<file path="src/rtl/conv_decoder_input_fifo.sv">
// First-word-fall-through pixel FIFO with frame tagging: push-to-visible latency 1 cycle.
// in_ready drops only when full (no bypass); out_data holds steady while out_ready is low.
module conv_decoder_input_fifo #(
  parameter int DATA_W    = 18,
  parameter int DEPTH     = 16,
  parameter int FRAME_LEN = 64,
  localparam int CNT_W    = $clog2(DEPTH) + 1
) (
  input  logic              clk,
  input  logic              rst,
  input  logic              in_valid,
  input  logic [DATA_W-1:0] in_data,
  output logic              in_ready,
  output logic              out_valid,
  output logic [DATA_W-1:0] out_data,
  output logic              out_last,
  input  logic              out_ready,
  output logic [CNT_W-1:0]  count,
  output logic              frame_done
);

  localparam int PTR_W = $clog2(DEPTH);
  localparam int FC_W  = $clog2(FRAME_LEN) + 1;
  localparam logic [FC_W-1:0] FC_LAST = FC_W'(FRAME_LEN - 1);

  logic [DATA_W-1:0] mem [DEPTH];
  logic [PTR_W-1:0]  wr_ptr;
  logic [PTR_W-1:0]  rd_ptr;
  logic [FC_W-1:0]   fcnt;
  logic              push;
  logic              pop;

  assign in_ready  = (count != CNT_W'(DEPTH));
  assign out_valid = (count != '0);
  assign out_data  = mem[rd_ptr];
  assign out_last  = out_valid && (fcnt == FC_LAST);
  assign push      = in_valid && in_ready;
  assign pop       = out_valid && out_ready;

  // Storage is deliberately left unreset; only the control state is cleared.
  always_ff @(posedge clk) begin
    if (!rst && push) begin
      mem[wr_ptr] <= in_data;
    end
  end

  always_ff @(posedge clk) begin
    if (rst) begin
      wr_ptr     <= '0;
      rd_ptr     <= '0;
      count      <= '0;
      fcnt       <= '0;
      frame_done <= 1'b0;
    end else begin
      if (push) begin
        wr_ptr <= wr_ptr + PTR_W'(1);
      end
      if (pop) begin
        rd_ptr <= rd_ptr + PTR_W'(1);
        fcnt   <= out_last ? '0 : fcnt + FC_W'(1);
      end
      if (push && !pop) begin
        count <= count + CNT_W'(1);
      end else if (pop && !push) begin
        count <= count - CNT_W'(1);
      end
      frame_done <= pop && out_last;
    end
  end

endmodule
</file>
<file path="config.mk">
export PLATFORM = sky130hd
export DESIGN_NAME = conv_decoder_input_fifo
export DESIGN_NICKNAME = d
export VERILOG_FILES = /design/src/rtl/conv_decoder_input_fifo.sv
export SDC_FILE = /design/constraint.sdc
export NUM_CORES = 1
export LEC_CHECK = 0
export CAP_MARGIN = 0
export CORE_MARGIN = 8
export CORE_UTILIZATION = 45
export CTS_BUF_LIST = sky130_fd_sc_hd__clkbuf_8
export CTS_CLUSTER_DIAMETER = 60
export DETAILED_ROUTE_END_ITERATION = 10
export SLEW_MARGIN = 20
export SYNTH_ARGS = -nofsm -noshare
export SYNTH_HDL_FRONTEND = slang
export SYNTH_SLANG_ARGS = --single-unit
</file>
<file path="constraint.sdc">
create_clock -name clk -period 3.5 [get_ports clk]
set_input_delay 0.525 -clock clk [delete_from_list [all_inputs] [get_ports clk]]
set_output_delay 0.525 -clock clk [all_outputs]
set_load 0.03 [all_outputs]
</file>
==> impl_metrics.ini <==
[outcome]
outcome = complete, no violations

[global_route]
use_met2 = 0.257
grt_start_max_net_pins = 73
first_global_vias = 6529
gr-total-overflow = 0
grt_use_met3 = 0.0329
grtUsageMet1 = 0.200
grt_util_all_layers = 0.154
busiest_layer = met2
grt_pass1_wl_um = 38200
antenna_found_initial = 0

[drt]
ant_nets = 0
wl_per_cell_um = 23.2
drt_iter0_drc = 460
vias_per_cell = 5.58
drc = 0
wl_um = 24700
via_count = 5929
first_pass_iters = 4

[synthesis]
ys_seq_elements = 313
synth_cell_types = 40
yosysSeqAreaShare = 0.758
syn_area_um2 = 12100
ys_warn_count = 0
synth_top_area_frac = 0.717
synth_common_cells = edfxtp_1, mux4_2, nor2_1, a22oi_1, nand2_1
async_reset_ff_frac = 0
synth_most_common_cell = edfxtp_1
syn_area_per_cell_um2 = 20.2
synth_ff_type = edfxtp_1
synth_cells = 597
synth_nets = 630
synth_top_cells_by_area = edfxtp_1, mux4_2, dfxtp_1, a22oi_1, nor2_1
synth_edf_count = 288
synth_top_area_cell = edfxtp_1

[sta]
finalCriticalPeriod_ps = 3290
maxSlewHeadroom = 0.472
worst_pin_slew_ps = 792
slew_violations = 0
setup_viol = 0
clock_skew_ps = 15.9
rsz0062_at_grt = false
fin_crit_sh = 0.939
max_freq_mhz = 304
fin_setup_tns_ps = 0
hold_viol_final = 0

[floorplanning]
initial_core_util = 0.453
rows = 60
core_um2 = 26700
die_h_um = 180
die_width_um = 180
io_pins = 49
dieArea_um2 = 32300

[placement]
postPlaceCellArea_um2 = 13200
gp_routability_congestion = 0.798
place.port_buffers = 48
dp.final_hpwl_um = 14100

[final_layout]
finalInstanceArea_um2 = 14000
nets = 728
fillers = 2072
n_antenna_cell = 0
layout-drive-gt1-share = 0.248
regArea_um2 = 9150
multi_input_area_um2 = 2790
area.growth.synth_to_final_pct = 16.4

[min_path]
hold_start = fcnt[6]$_SDFFE_PP0P_
min_path_cells = 2
whs_endpoint = fcnt[6]$_SDFFE_PP0P_
min_path_type = reg2reg

[critical_path]
rrSetupSlack_ps = 390
critPathArrivalTime_ps = 2760
path_class = reg2out
worstPathCellList = buf_16, mux4_2, a22oi_1, nand2_1, clkdlybuf4s50_1
end_kind = output pin
crit_slowest_cell = clkdlybuf4s50_1
worstRegToRegCells = 9
max_stage_delay_ps = 610
r2r_start = count[0]$_SDFFE_PP0P_
start_kind = register
r2r_end = count[4]$_SDFFE_PP0P_
path_max_fanout = 27
cp_top_family = buffers and inverters
critPathBufInv = 2
crit_required_ps = 2970

[clock_tree]
cts_tree = yes
cts_buffers = 49
clkSinkCount = 313
cts_buffer_depth = 3
htree_num_levels = 2
clockRootBuffer = clkbuf_8
path_clk_slew_ps = 60
clock_latency_ps = 550

[job]
cap_violations = 0

[pwr]
p_leak_nw = 4.53
p_per_area_nw_per_um2 = 664
ir_drop_v = 0.000497
-- power breakdown --
group          internal [mW]  switching (mW)
combinational           1.15            1.27
sequential              4.20           0.106
clock                   1.32            1.27
total                   6.68            2.64
-- cell families (layout without fill, tap and decap cells) --
kind of cell | Yosys count | count (layout) | synth area share
DFF | 313 | 313 | 0.758
buffers and inverters | 37 | 162 | 0.0135
and+or+nand+nor | 93 | 93 | 0.0356
muxes | 78 | 78 | 0.140
AOI/OAI and AO/OA | 56 | 56 | 0.0341
adders and majority gates | 11 | 11 | 0.0120
xor gates and xnor gates | 9 | 9 | 0.00715
-- tightest hold or removal path: stages (launching register included) --
cell	delay [ps]
dfxtp_1	310
nand2b_1	70
a41oi_1	40
-- per-stage QoR --
| stage | instances | power [mW] | setup WS, ps | hold WS (ps) | utilization |
|---|---|---|---|---|---|
| global route | 1063 | 9.78 | 66.1 | 491 | 0.527 |
| detailed placement | 984 | 6.77 | 406 | 447 | 0.495 |
| CTS | 1062 | 9.38 | 39.5 | 462 | 0.525 |
| global placement | 984 | 6.72 | 533 | 440 | 0.495 |
| floorplan | 597 | 6.05 | 645 | 425 | - |
| finish | 1063 | 9.32 | 213 | 465 | 0.527 |
-- registers in the layout (all words and copies together) (netlist names), named ones only --
register	count
mem	288
count	5
wr_ptr	4
fcnt	7
rd_ptr	4
frame_done	1
-- how the worst max path moves through the flow --
stage,depth (start not counted),from,endpoint
after detailed placement,9,count[0]$_SDFFE_PP0P_,count[4]$_SDFFE_PP0P_
after global placement,9,count[0]$_SDFFE_PP0P_,count[4]$_SDFFE_PP0P_
after CTS,5,register,out_data[3]
after global routing,5,register,out_data[6]
after floorplan,11,count[0]$_SDFFE_PP0P_,count[4]$_SDFFE_PP0P_
final,5,register,out_data[2]
-- area by class of cell --
type | instances | share of cell area
inverter | 6 | 0.00160
tap | 341 | 0.0304
timing repair buffer | 78 | 0.0594
multi-input combinational | 247 | 0.199
clock inverter | 27 | 0.00766
sequential | 313 | 0.652
clock buffer | 51 | 0.0500
-- cells in the final DEF (no fill, tap or decap), types with 4 or more instances in the layout --
cell type / n
mux4_2: 72
clkinv_1: 9
a21oi_1: 8
buf_4: 20
clkbuf_8: 51
xor2_1: 7
ha_1: 10
buf_12: 7
nand2b_1: 4
edfxtp_1: 288
nand2_1: 27
nor2_2: 13
and3_1: 5
or4_1: 4
nor2_1: 24
o211ai_1: 4
clkdlybuf4s50_1: 48
mux2i_1: 4
a22oi_1: 36
dfxtp_1: 23
inv_1: 21
-- routing by layer --
layer | wire length, um | part of all wire | vias up
met5 | 0 | 0 | -
met4 | 394 | 0.016 | 0
met3 | 1590 | 0.064 | 33
met2 | 12400 | 0.50 | 158
met1 | 10300 | 0.42 | 3101
li1 | - | - | 2637
-- repair_timing --
item	4_1_cts	5_1_grt
hold buffers	0	0
gates resized for setup	0	2
buffers inserted	0	0
setup endpoints to repair	0	9
Note: power is estimated with default switching activity, not from simulation.
